[config.mk]
export PLATFORM = sky130hd
export DESIGN_NAME = matrix_result_serializer
export DESIGN_NICKNAME = d
export VERILOG_FILES = /design/src/rtl/matrix_result_serializer.sv
export SDC_FILE = /design/constraint.sdc
export NUM_CORES = 1
export LEC_CHECK = 0
export ABC_AREA = 1
export CORE_MARGIN = 4
export CORE_UTILIZATION = 50
export DETAILED_ROUTE_END_ITERATION = 10
export GPL_TIMING_DRIVEN = 0
export HOLD_SLACK_MARGIN = 0.12
export PLACE_DENSITY = 0.87
export SLEW_MARGIN = 0
export SYNTH_ARGS = -nofsm -noshare
export SYNTH_HDL_FRONTEND = slang
export SYNTH_SLANG_ARGS = --single-unit
[constraint.sdc]
create_clock -name clk -period 17.6 [get_ports clk]
set_input_delay 2.64 -clock clk [delete_from_list [all_inputs] [get_ports clk]]
set_output_delay 2.64 -clock clk [all_outputs]
set_load 0.01 [all_outputs]
[src/rtl/matrix_result_serializer.sv]
// matrix_result_serializer: captures one DIM x DIM result matrix in a single handshake,
// streams it row-major over valid/ready, then pulses the unsigned checksum for one cycle.
module matrix_result_serializer #(
    parameter int DIM    = 4,
    parameter int ELEM_W = 16,
    parameter int SUM_W  = 20
) (
    input  logic                      clk,
    input  logic                      rst_n,
    input  logic                      in_valid,
    output logic                      in_ready,
    input  logic [DIM*DIM*ELEM_W-1:0] in_y,
    output logic                      out_valid,
    input  logic                      out_ready,
    output logic [ELEM_W-1:0]         out_data,
    output logic [$clog2(DIM)-1:0]    out_row,
    output logic [$clog2(DIM)-1:0]    out_col,
    output logic                      out_last,
    output logic                      sum_valid,
    output logic [SUM_W-1:0]          sum_out
);

    localparam int NUM   = DIM * DIM;
    localparam int IDX_W = $clog2(NUM);
    localparam int RC_W  = $clog2(DIM);

    localparam logic [1:0] IDLE   = 2'd0;
    localparam logic [1:0] STREAM = 2'd1;
    localparam logic [1:0] SUM    = 2'd2;

    logic [1:0]        state;
    logic [IDX_W-1:0]  idx;
    logic [RC_W-1:0]   row;
    logic [RC_W-1:0]   col;
    logic [SUM_W-1:0]  acc;
    logic [ELEM_W-1:0] mem [NUM];

    logic capture;
    logic xfer;
    logic at_last;

    assign capture = in_valid && in_ready;
    assign xfer    = out_valid && out_ready;
    assign at_last = (idx == IDX_W'(NUM - 1));

    assign in_ready  = (state == IDLE);
    assign out_valid = (state == STREAM);
    // Gated so out_data reads zero outside STREAM even though the array is not reset.
    assign out_data  = out_valid ? mem[idx] : '0;
    assign out_row   = row;
    assign out_col   = col;
    assign out_last  = out_valid && at_last;
    assign sum_valid = (state == SUM);
    assign sum_out   = acc;

    always_ff @(posedge clk) begin
        if (capture) begin
            for (int unsigned k = 0; k < NUM; k++) begin
                mem[k] <= in_y[k*ELEM_W +: ELEM_W];
            end
        end
    end

    always_ff @(posedge clk or negedge rst_n) begin
        if (!rst_n) begin
            state <= IDLE;
            idx   <= '0;
            row   <= '0;
            col   <= '0;
            acc   <= '0;
        end else begin
            case (state)
                IDLE: begin
                    if (capture) begin
                        state <= STREAM;
                        idx   <= '0;
                        row   <= '0;
                        col   <= '0;
                        acc   <= '0;
                    end
                end
                STREAM: begin
                    if (xfer) begin
                        acc <= acc + SUM_W'(out_data);
                        if (at_last) begin
                            state <= SUM;
                            idx   <= '0;
                            row   <= '0;
                            col   <= '0;
                        end else begin
                            idx <= idx + 1'b1;
                            if (col == RC_W'(DIM - 1)) begin
                                col <= '0;
                                row <= row + 1'b1;
                            end else begin
                                col <= col + 1'b1;
                            end
                        end
                    end
                end
                SUM: begin
                    state <= IDLE;
                end
                default: begin
                    state <= IDLE;
                end
            endcase
        end
    end

endmodule
# [Word level (Yosys, flattened, before mapping)]
# Memory sizes are Yosys's and may differ from the RTL's.
# Cells that the tools add are included.
[totals] inputBits=260 ramBits=256 out_inout_bits=44 regBits=30 word_cells=49 n_memories=1
[memory_table] memory="mem" depth=16 word_bits=16 rd=1 rd_ports_with_merged_regs=0 write_ports=16 line="36" text="logic [ELEM_W-1:0] mem [NUM];"
[classes] add_sub_neg=4 n_eq_ne=8 muxes=23 n_reduce_logical=8
[op_table] operator="2-to-1 mux 20 bit" count=2
[op_table] operator="case mux 20 bit (2 select lines)" count=1
[op_table] operator="adder 20 x 16 -> 20 bit" count=1
[op_table] operator="2-to-1 mux 2 bit" count=10
[op_table] operator="2-to-1 mux 16 bit" count=1
[op_table] operator="2-to-1 mux 4 bit" count=3
[op_table] operator="case mux 2 bit (2 select lines)" count=3
[op_table] operator="case mux 4 bit (2 select lines)" count=1
[op_table] operator="!= test 2 x 1 -> 1 bit (second input constant)" count=3
[op_table] operator="AND reduction 3 bit" count=2
[op_table] operator="adder 2 x 1 -> 2 bit (second input constant)" count=2
[op_table] operator="adder 4 x 1 -> 4 bit (second input constant)" count=1
[op_table] operator="== test 2 bit (second input constant)" count=2
[op_table] operator="== test 4 bit (second input constant)" count=1
[op_table] operator="AND reduction 4 bit" count=1
[op_table] operator="logical AND 1 bit" count=3
[op_table] operator="!= test 3 x 1 -> 1 bit (second input constant)" count=1
[op_table] operator="== test 2 x 1 -> 1 bit (second input constant)" count=1
[op_table] operator="zero test 2 bit" count=1
[op_table] operator="2-to-1 mux 1 bit" count=2
[op_table] operator="nonzero test 2 bit" count=1

# [Longest topological paths before layout]
# Gate-level depths: netlist of run 1.
[depth] depth_word=5 ltp_mapped=22 depth_no_buf=20

# [Worst setup path before layout of run 1]
# OpenSTA, ideal clock, no wires.
[synth_timing] path_type="input port to flip-flop" startpoint="input in_valid" endpoint="register state[0]" n_path_buf=0 stages=4 path_slack_ns=2.313 arrival_time_ns=15.141 setup_time_ns=0.146 t_required_ns=17.454 path_cell_list="inv_1 -> nor2_1 -> inv_1 -> o211ai_1"
[synth_via] elab_chain_cells=3
[synth_lines] element="from (decl)" line="10" text="input logic in_valid,"
[synth_lines] element="logical AND 1 bit" line="42" text="assign capture = in_valid && in_ready;"
[synth_lines] element="named net capture" line="38" text="logic capture;"
[synth_lines] element="!= test 2 x 1 -> 1 bit (no source line)"
[synth_lines] element="AND reduction 3 bit (no source line)"
[synth_lines] element="to (signal assigned)" line="66" text="state <= IDLE;"
[synth_lines] element="to (signal assigned)" line="75" text="state <= STREAM;"
[synth_lines] element="to (signal assigned)" line="86" text="state <= SUM;"
[synth_lines] element="to (decl)" line="31" text="logic [1:0] state;"
# The timed path passes the listed nets, and every way through them passes these cells.
# A chain may end at the register's enable or synchronous reset.

# [Worst setup path in the final report of run 1]
[layout_timing] startpoint="register idx[0]" endpoint="output out_data[1]"
[layout_via] elab_chain_cells=2
[layout_lines] element="from (decl)" line="32" text="logic [IDX_W-1:0] idx;"
[layout_lines] element="from (signal assigned)" line="91" text="idx <= idx + 1'b1;"
[layout_lines] element="memory (16 x 16 bit)"
[layout_lines] element="2-to-1 mux 16 bit" line="49" text="assign out_data = out_valid ? mem[idx] : '0;"
[layout_lines] element="to (decl)" line="15" text="output logic [ELEM_W-1:0] out_data,"
# Every way passes these cells.

==> summary.txt, run 1 <==
CTS
  • H-tree depth: 1
  • Post-CTS Setup Inserts: 0
  • Resized cells post-CTS: 0
  • Root buf cell: clkbuf_16
  • CTS Hold Bufs: 0
  • CTS tree: yes
  • Clk sinks: 286
  • Num CTS Buffers: 28
  • Clk Latency, worst-skew pair: 0.54 ns
  • Max Root-Sink Buffers: 3
  • Clock transition at the registers of the reported paths: 0.07 ns

Final layout
  • Layout Cells excl Fill: 1761
  • Fillers: 1644
  • Layout Nets: 1687
  • Layout area overhead: 37.2%
  • Finished Cell Area: 16800 sq um
  • Share of cells above drive strength 1: 0.0700

Die
  • DIE WIDTH: 164 um
  • Num rows: 57
  • Die height: 164 um
  • Number of placed I/O pins: 304
  • Die ar.: 27100 sq um
  • Core area: 24200 sq um
  • Initial core utilization: 0.506

Global routing
  • Global Route Usage Sum: 0.280
  • Number of antenna violations at the first check in global routing: 5
  • Global route overflow: 0
  • Number of global-route vias before repair: 10100
  • First-pass GRT wire length: 56.9 mm
  • Pin count of the biggest net entering global routing: 38

Drt
  • Drt drc: 0
  • Drt total wl: 39.1 mm
  • Drt wl/cell: 22.2 um
  • Vias: 10100
  • Vias/cell: 5.72
  • Drt pass-1 iters: 6
  • Routed Antenna Nets: 0
  • Iter 0 DRT Violations: 1071

Power and ir drop
  • Power Total: 2.98 mW
  • Peak supply drop: 0.123 mV
  • Clk pwr share: 0.201
  • Leakage power: 6.12 nW
  • Sequential power share: 0.297
  • Combinational fraction of design power: 0.502
  • Cell Pwr Density: 177 nW/um^2
  • Internal power: 1.73 mW
  • Switching share of power: 0.418
  • NetSw: 1.25 mW

Timing
  • Final hold violation count: 0
  • Final period util: 0.348
  • Setup-failing EPs final: 0
  • Fin Setup TNS: 0 ns
  • Max Fclk: 0.163 GHz
  • Hold Slack: 0.515 ns
  • RSZ-0062 raised after global routing: false
  • Post-layout min period: 6.13 ns
  • Clk_skew: 0.00884 ns
  • Max-slew violation count: 0
  • Worst-Margin Slew: 0.717 ns
  • Slew margin rel.: 0.522

Setup path
  • Worst r2r path cells: 16
  • Worst setup path end: out_data[1]
  • CP Data Arrival Time: 3.49 ns
  • Worst setup SP type: register
  • CP max FO: 10
  • Reg2Reg Setup Slack: 13.89 ns
  • R2R Path Start: idx[0]
  • RR Endpoint: sum_out[14]
  • CP Capture Type: output pin
  • CP startpoint: idx[0]
  • Critical Path RT: 14.96 ns
  • Critical path type: register to output pin

Placed design
  • Placed Area: 15900 sq um
  • GPL Wtd Cong: 0.985
  • Post-DP HPWL: 29.5 mm
  • Placed insts: 1702
  • Port Buf Inserts: 303

Synth
  • Synthesized area: 12200 sq um
  • Synth area leader: edfxtp_1
  • Commonest cells in the netlist: edfxtp_1, nor2_1, nand2_1
  • Ys flop type: edfxtp_1
  • Area contributors post-synth: edfxtp_1, dfrtp_1, nor2_1
  • Most frequent cell after synthesis: edfxtp_1
  • Post-synth top area share: 0.628
  • Syn nets: 1346
  • #FFs+latches synth: 286
  • Distinct cells, synth: 33
  • Synth async-reset ratio: 0.105
  • Syn Inst Count: 1067
  • Ys Warns: 0
  • Post-synthesis sequential area ratio: 0.689
  • Avg Inst Size Synth: 11.5 sq um
  • Number of synthesized flops with an enable pin: 256

Min path
  • Class of the worst hold path: register to register

Status
  • Status: complete, no violations

Flow run
  • Max cap viols: 0
## critical path, stage by stage, from the launching register on
cell	delay, ns
dfrtp_1	0.53
inv_2	0.17
clkbuf_1	0.45
o21ai_0	0.29
o211ai_1	0.16
o211ai_1	0.22
a21oi_1	0.48
clkdlybuf4s50_1	0.64
## power by group through the flow
stage          clock network (mW)  logic, mW  registers, mW
2_1_floorplan                   0      0.865          0.920
3_3_place_gp                    0       1.42          0.928
3_5_place_dp                    0       1.47          0.898
4_1_cts                     0.602       1.48          0.884
5_1_grt                     0.634       1.64          0.891
6_report                    0.598       1.49          0.885
## state kept, by name, indices dropped and copies added (netlist names)
signal   flops
sum_out     20
out_col      2
state        2
idx          4
mem        256
out_row      2
## per-layer routing
layer / share of wire / global-route usage
met5: 0 / 0
met4: 0.044 / 0.118
met3: 0.099 / 0.0502
met2: 0.50 / 0.483
met1: 0.36 / 0.350
## stage by stage
| step | util | setup WS [ns] |
|---|---|---|
| 2_1_floorplan | - | 2.31 |
| 3_3_place_gp | 0.649 | -2.70 |
| 3_5_place_dp | 0.656 | 12.11 |
| 4_1_cts | 0.694 | 11.48 |
| 5_1_grt | 0.694 | 11.41 |
| 6_report | 0.695 | 11.47 |
## layout by cell type, fill, tap and decap left out, drive strengths merged
| cell type | synthesis | final |
|---|---|---|
| a22o | 2 | 2 |
| nand2 | 160 | 160 |
| clkinvlp | 0 | 3 |
| a2111oi | 1 | 1 |
| nand4 | 2 | 2 |
| a31oi | 6 | 6 |
| and2 | 3 | 3 |
| or2 | 3 | 3 |
| o211ai | 33 | 33 |
| inv | 47 | 47 |
| dfrtp | 30 | 30 |
| o21bai | 1 | 1 |
| buf | 37 | 46 |
| nor3 | 3 | 3 |
| o22a | 1 | 1 |
| nand3 | 29 | 29 |
| bufinv | 0 | 3 |
| nor2 | 187 | 187 |
| xor2 | 2 | 2 |
| o21ai | 144 | 144 |
| a32o | 1 | 1 |
| diode | 0 | 9 |
| clkbuf | 17 | 53 |
| a21oi | 35 | 35 |
| o22ai | 43 | 43 |
| edfxtp | 256 | 256 |
| fa | 1 | 1 |
| ha | 18 | 18 |
| clkdlybuf4s50 | 0 | 302 |
| a21o | 2 | 2 |
| nand3b | 2 | 2 |
| clkinv | 1 | 9 |
## worst min path at each step
stage	endpoint	slack, ns	depth (start not counted)	start
after detailed placement	sum_out[8]	0.51	2	sum_out[8]
after floorplan	sum_out[5]	0.54	2	sum_out[5]
after global routing	sum_out[8]	0.55	2	sum_out[8]
after global placement	sum_out[14]	0.49	2	sum_out[14]
after CTS	sum_out[14]	0.52	2	sum_out[14]
final	sum_out[14]	0.52	2	sum_out[14]
## final cells by class
| cell class | count | area, sq um | area share |
|---|---|---|---|
| Timing Repair Buffer | 311 | 3200 | 0.191 |
| Clock inverter | 14 | 159 | 0.00946 |
| Buffer | 54 | 310 | 0.0185 |
| Inverter | 48 | 181 | 0.0108 |
| Clock buffer | 36 | 752 | 0.0448 |
| Sequential cell | 286 | 8440 | 0.502 |
| Tap cell | 324 | 405 | 0.0241 |
| Multi-Input combinational cell | 679 | 3320 | 0.198 |
| Antenna cell | 9 | 22.5 | 0.00134 |
## cell families after synthesis
| group | count (synthesis) | synth area share |
|---|---|---|
| AND/OR/NAND/NOR | 389 | 0.125 |
| flip-flops | 286 | 0.689 |
| AO/OA/AOI/OAI | 269 | 0.124 |
| buffers and inverters | 102 | 0.0402 |
| adder cells (fa/ha/maj) | 19 | 0.0200 |
| XOR/XNOR | 2 | 0.00143 |
No activity file was read; power rests on OpenSTA's default activity.
==> inputs of run 2 (changes only) <==
Clock period 17.6 ns to 6.35 ns, I/O delays scaled along.
==> run 2 against run 1 <==
  * Largest power group unchanged
  * Die area did not move
  * Final cell count grew 0.17%
  * Largest cell class unchanged
  * Combinational power rose to 2.8 times the previous value
  * Highest routed layer is now met5
  * Worst hold slack worse by 0.071 ns
  * Cell area is 0.45% higher
  * Non-clock buffer count did not move
  * Clock-buffer cell count grew 1
==> summary.txt, run 2 (synthesized netlist as in run 1, its figures left out) <==
CTS
  • Clock transition at the registers of the reported paths: 0.06 ns (was 0.07 ns)
  • CTS tree: yes (unchanged)
  • CTS Hold Bufs: 0 (unchanged)
  • Max Root-Sink Buffers: 3 (unchanged)
  • Resized cells post-CTS: 0 (unchanged)
  • Num CTS Buffers: 30 (was 28)
  • Root buf cell: clkbuf_16 (unchanged)
  • Post-CTS Setup Inserts: 0 (unchanged)
  • Clk Latency, worst-skew pair: 0.55 ns (was 0.54 ns)
  • Clk sinks: 286 (unchanged)
  • H-tree depth: 1 (unchanged)

Global routing
  • Number of global-route vias before repair: 10300 (was 10100)
  • Number of antenna violations at the first check in global routing: 7 (was 5)
  • Global Route Usage Sum: 0.281 (was 0.280)
  • Global route overflow: 0 (unchanged)
  • First-pass GRT wire length: 56.6 mm (was 56.9 mm)
  • Pin count of the biggest net entering global routing: 39 (was 38)

Setup path
  • Critical Path RT: 5.40 ns (was 14.96 ns)
  • CP Capture Type: output pin (unchanged)
  • Max incr delay on CP: 0.64 ns (about the same)
  • Crit path max-delay cell type: clkdlybuf4s50_1 (unchanged)
  • Critical path type: register to output pin (unchanged)
  • Worst setup SP type: register (unchanged)
  • CP Data Arrival Time: 3.49 ns (about the same)
  • Cells along the critical path: buf_4 -> clkinv_2 -> clkbuf_1 -> o21ai_0 -> o22ai_1 -> o211ai_1 -> a21oi_1 -> clkdlybuf4s50_1 (was inv_2 -> clkbuf_1 -> o21ai_0 -> o211ai_1 -> o211ai_1 -> a21oi_1 -> clkdlybuf4s50_1)
  • CP max FO: 10 (unchanged)

Timing
  • Setup-failing EPs final: 0 (unchanged)
  • Worst-Margin Slew: 0.698 ns (was 0.717 ns)
  • Post-layout min period: 4.45 ns
  • Clk_skew: 0.0201 ns (was 0.00884 ns)
  • Crit path setup slack, layout: 1.90 ns (was 11.47 ns)
  • RSZ-0062 raised after global routing: false (unchanged)
  • Max-slew violation count: 0 (unchanged)
  • Final period util: 0.700
  • Final hold violation count: 0 (unchanged)
  • Slew margin rel.: 0.535 (was 0.522)
  • Max Fclk: 0.225 GHz
  • Hold Slack: 0.444 ns (was 0.515 ns)

Power and ir drop
  • Peak supply drop: 0.399 mV (was 0.123 mV)
  • Power Total: 8.36 mW (was 2.98 mW)
  • Cell Pwr Density: 496 nW/um^2 (was 177 nW/um^2)
  • Leakage power: 6.16 nW (was 6.12 nW)

Final layout
  • Share of cells above drive strength 1: 0.0713 (was 0.0700)
  • Sequential Area: 8440 sq um (unchanged)
  • Layout Nets: 1689 (was 1687)
  • Most frequent cells in the layout: clkdlybuf4s50_1, edfxtp_1, nor2_1 (unchanged)
  • Finished Cell Area: 16900 sq um (was 16800 sq um)
  • Layout area overhead: 37.8% (was 37.2%)
  • Max reg flops: 256 (unchanged)
  • Fillers: 1624 (was 1644)
  • Multi-input gate area: 3320 sq um (unchanged)
  • Commonest non-fill, non-tap cell in the layout: clkdlybuf4s50_1 (unchanged)
  • Biggest register: mem (unchanged)

Drt
  • Routed Antenna Nets: 0 (unchanged)
  • Vias/cell: 5.66 (was 5.72)
  • Drt pass-1 iters: 5 (was 6)
  • Drt total wl: 39.0 mm (was 39.1 mm)
  • Iter 0 DRT Violations: 1086 (was 1071)
  • Vias: 9984 (was 10100)
  • Drt drc: 0 (unchanged)
  • Drt wl/cell: 22.1 um (was 22.2 um)

Die
  • DIE WIDTH: 164 um (unchanged)
  • Initial core utilization: 0.506 (unchanged)
  • Die height: 164 um (unchanged)
  • Die ar.: 27100 sq um (unchanged)
  • Number of placed I/O pins: 304 (unchanged)
  • Core area: 24200 sq um (unchanged)
  • Num rows: 57 (unchanged)

Status
  • Status: complete, no violations (unchanged)

Placed design
  • GPL Wtd Cong: 0.931 (was 0.985)
  • Placed Area: 15900 sq um (unchanged)
  • Worst slack at placement: 2.48 ns (was 12.11 ns)
  • Post-DP HPWL: 29.2 mm (was 29.5 mm)
  • Port Buf Inserts: 303 (unchanged)

Min path
  • Class of the worst hold path: input port to async pin (was register to register)

Flow run
  • Max cap viols: 0 (unchanged)
-- run 2: changes by cell type in the layout (fill, tap and decap cells not counted) --
| cell | delta |
|---|---|
| bufinv_16 | +1 |
| clkbuf_1 | -1 |
| clkbuf_16 | +2 |
| clkinv_1 | +1 |
| clkinv_2 | +1 |
| clkinv_4 | -1 |
| clkinvlp_4 | -2 |
| diode_2 | +1 |
| inv_8 | +1 |
-- run 2: where the power goes --
part / switching [mW] / leakage (nW) / total [mW] / internal, mW
registers: 0.138 / 2.67 / 2.45 / 2.31
logic: 2.61 / 3.01 / 4.14 / 1.53
clock network: 0.721 / 0.483 / 1.77 / 1.05
total: 3.47 / 6.16 / 8.36 / 4.89
-- run 2: layout make-up --
type | instances | share of cell area
diodes | 10 | 0.00148
well taps | 324 | 0.0240
flip-flops and latches | 286 | 0.500
clock buffers | 37 | 0.0473
inverters | 48 | 0.0108
repair buffers | 311 | 0.190
plain buffers | 54 | 0.0184
clock inverters | 15 | 0.0110
multi-input cells | 679 | 0.197
-- run 2: metal layers --
metal	up-vias	wire [um]	GRT usage
met5	-	9	0
met4	2	1720	0.136
met3	118	3620	0.0589
met2	608	19600	0.488
met1	4745	14000	0.333
li1	4511	-	-
-- run 2: critical path, delay by kind of cell, from the launching register on --
kind	cells	cell delay (ns)
flops	1	0.40
buf+inv	4	1.40
compound gates	4	1.13
-- run 2: per-stage QoR --
stage          instances  setup TNS (ns)  utilization
2_1_floorplan       1067               0            -
3_3_place_gp        1694         -169.36        0.649
3_5_place_dp        1702               0        0.656
4_1_cts             1754               0        0.697
5_1_grt             1761               0        0.697
6_report            1764               0        0.698
-- run 2: final timing paths --
kind / from / endpoint / slack, ns / depth (start not counted)
setup / recovery: idx[1] / out_data[1] / 1.90 / 8
hold / removal: rst_n / out_col[1] / 0.44 / 1
setup reg to reg: idx[0] / sum_out[18] / 2.61 / 16
hold reg to reg: sum_out[13] / sum_out[13] / 0.52 / 2
max in group asynchronous: rst_n / sum_out[2] / 5.45 / 1
min in group clk: sum_out[13] / sum_out[13] / 0.52 / 2
==> inputs of run 3 (changes only) <==
Settings changed: CORE_UTILIZATION 50 to 45, PLACE_DENSITY 0.87 to 0.83.
Clock period 6.35 ns to 4 ns, I/O delays scaled along.
==> run 3 against run 2 <==
  * Cell area about the same
  * Global-route usage decreased by 2.7 points
  * Critical endpoint is now out_data[2]
  * Highest routed layer unchanged
  * Utilization is 7.1 points lower
  * Total power up 57%
  * Clock skew fell by 0.0044 ns
==> summary.txt, run 3 (synthesized netlist as in run 1, its figures left out) <==
Setup path
  • R2R Path Start: idx[0] (unchanged)
  • Max incr delay on CP: 0.66 ns (was 0.64 ns)
  • Crit path max-delay cell type: clkdlybuf4s50_1 (unchanged)
  • Critical Path RT: 3.40 ns (was 5.40 ns)
  • CP Data Arrival Time: 3.37 ns (was 3.49 ns)
  • Worst path top cell family by delay: buffers and inverters (unchanged)
  • Worst r2r path cells: 16 (unchanged)
  • Reg2Reg Setup Slack: 0.35 ns (was 2.61 ns)
  • CP max FO: 10 (unchanged)
  • Worst setup SP type: register (unchanged)
  • RR Endpoint: sum_out[11] (was sum_out[18])
  • Cells along the critical path: buf_6 -> buf_2 -> o21ai_0 -> o22ai_1 -> nand2_1 -> a31oi_1 -> clkdlybuf4s50_1 (was buf_4 -> clkinv_2 -> clkbuf_1 -> o21ai_0 -> o22ai_1 -> o211ai_1 -> a21oi_1 -> clkdlybuf4s50_1)
  • Critical path type: register to output pin (unchanged)
  • CP Capture Type: output pin (unchanged)
  • Crit path buf inv count: 3 (was 4)

Final layout
  • Layout Nets: 1690 (was 1689)
  • Biggest register: mem (unchanged)
  • Fillers: 2056 (was 1624)
  • Layout Cells excl Fill: 1774 (was 1764)
  • Finished Cell Area: 16900 sq um (about the same)
  • Commonest non-fill, non-tap cell in the layout: clkdlybuf4s50_1 (unchanged)
  • Max reg flops: 256 (unchanged)
  • Layout area overhead: 37.6% (was 37.8%)
  • Share of cells above drive strength 1: 0.0770 (was 0.0713)
  • Sequential Area: 8440 sq um (unchanged)
  • Multi-input gate area: 3360 sq um (was 3320 sq um)
  • Most frequent cells in the layout: clkdlybuf4s50_1, edfxtp_1, nor2_1 (unchanged)

CTS
  • Clk Latency, worst-skew pair: 0.55 ns (about the same)
  • Clk sinks: 286 (unchanged)
  • Clock transition at the registers of the reported paths: 0.06 ns (about the same)
  • CTS tree: yes (unchanged)
  • Max Root-Sink Buffers: 3 (unchanged)
  • Post-CTS Setup Inserts: 0 (unchanged)
  • Num CTS Buffers: 30 (unchanged)
  • H-tree depth: 1 (unchanged)
  • Root buf cell: clkbuf_16 (unchanged)

Timing
  • Final period util: 0.994
  • Post-layout min period: 3.97 ns
  • Max Fclk: 0.252 GHz
  • RSZ-0062 raised after global routing: false (unchanged)
  • Max-slew violation count: 0 (unchanged)
  • Worst-Margin Slew: 0.721 ns (was 0.698 ns)
  • Fin Setup TNS: 0 ns (unchanged)
  • Clk_skew: 0.0157 ns (was 0.0201 ns)
  • Final hold violation count: 0 (unchanged)
  • Slew margin rel.: 0.519 (was 0.535)
  • Setup-failing EPs final: 0 (unchanged)
  • Hold Slack: 0.517 ns (was 0.444 ns)

Die
  • Die ar.: 29900 sq um (was 27100 sq um)
  • DIE WIDTH: 173 um (was 164 um)
  • Num rows: 60 (was 57)
  • Number of placed I/O pins: 304 (unchanged)
  • Initial core utilization: 0.456 (was 0.506)
  • Core area: 26900 sq um (was 24200 sq um)
  • Die height: 173 um (was 164 um)

Drt
  • Drt wl/cell: 22.4 um (was 22.1 um)
  • Drt pass-1 iters: 8 (was 5)
  • Routed Antenna Nets: 0 (unchanged)
  • Drt total wl: 39.7 mm (was 39.0 mm)
  • Drt drc: 0 (unchanged)
  • Iter 0 DRT Violations: 997 (was 1086)
  • Vias/cell: 5.58 (was 5.66)
  • Vias: 9907 (was 9984)

Flow run
  • Max cap viols: 0 (unchanged)

Global routing
  • Number of global-route vias before repair: 10100 (was 10300)
  • Global Route Usage Sum: 0.254 (was 0.281)
  • First-pass GRT wire length: 58.7 mm (was 56.6 mm)
  • Global route overflow: 0 (unchanged)
  • Number of antenna violations at the first check in global routing: 6 (was 7)
  • Pin count of the biggest net entering global routing: 36 (was 39)

Placed design
  • GPL Wtd Cong: 0.905 (was 0.931)
  • Port Buf Inserts: 303 (unchanged)
  • Placed insts: 1719 (was 1702)
  • Placed Area: 15900 sq um (about the same)
  • Post-DP HPWL: 29.9 mm (was 29.2 mm)

Power and ir drop
  • Cell Pwr Density: 780 nW/um^2 (was 496 nW/um^2)
  • Leakage power: 6.15 nW (was 6.16 nW)
  • Peak supply drop: 0.351 mV (was 0.399 mV)

Status
  • Status: complete, no violations (unchanged)

Min path
  • Hold Path Stages: 2
  • Worst Min Path Start: sum_out[15]
  • Class of the worst hold path: register to register (was input port to async pin)
  • Hold Path End: sum_out[15]
## run 3: cell type report
class,instances,share of cell area
sequential,286,0.501
multi-input combinational,679,0.199
timing repair buffer,312,0.190
clock buffer,36,0.0471
tap,341,0.0253
buffer,54,0.0193
inverter,48,0.0115
clock inverter,14,0.00579
antenna,4,0.000594
## run 3: metrics by stage
stage	power, mW	utilization	worst slack [ns]
after floorplan	7.79	-	-1.28
after global placement	10.3	0.586	-3.74
after detailed placement	10.5	0.592	0.370
after CTS	13.1	0.626	0.00340
after global routing	14.0	0.627	0.0148
final	13.1	0.627	0.0252
## run 3: how the worst max path moves through the flow
stage | start | end | cells past startpoint
2_1_floorplan | in_valid | idx[2] | 5
3_3_place_gp | in_valid | idx[2] | 6
3_5_place_dp | idx[0] | sum_out[8] | 15
4_1_cts | idx[0] | out_data[5] | 8
5_1_grt | idx[0] | out_data[11] | 7
6_report | idx[0] | out_data[2] | 7
## run 3: routing by layer
metal / up-vias / GRT usage / share of wire
met5: - / 0 / 0.00068
met4: 4 / 0.0715 / 0.027
met3: 76 / 0.0453 / 0.082
met2: 549 / 0.450 / 0.50
met1: 4761 / 0.322 / 0.38
li1: 4517 / - / -
## run 3: repair_timing
item,in CTS,in global routing
hold buffers,1,0
resized for setup,3,13
hold endpoints to repair,8,0
setup endpoints to repair,1,11
## run 3: power by group
part,switching (mW),total (mW),internal [mW]
sequential,0.225,3.90,3.67
clock,1.12,2.58,1.46
combinational,4.20,6.66,2.46
## run 3: worst reg2reg max path, stage by stage (launching register included)
cell and delay (ns):
dfrtp_1 0.61, buf_6 0.23, buf_2 0.29, o21ai_0 0.16, o22ai_1 0.26, nand2_1 0.09
a31oi_1 0.53, ha_1 0.40, nand2_1 0.11, nand3_1 0.19, nand2_1 0.11, nand3_1 0.14
nand2_1 0.09, nand2_1 0.09, nand2_1 0.07, nand2_1 0.05, o21ai_0 0.15
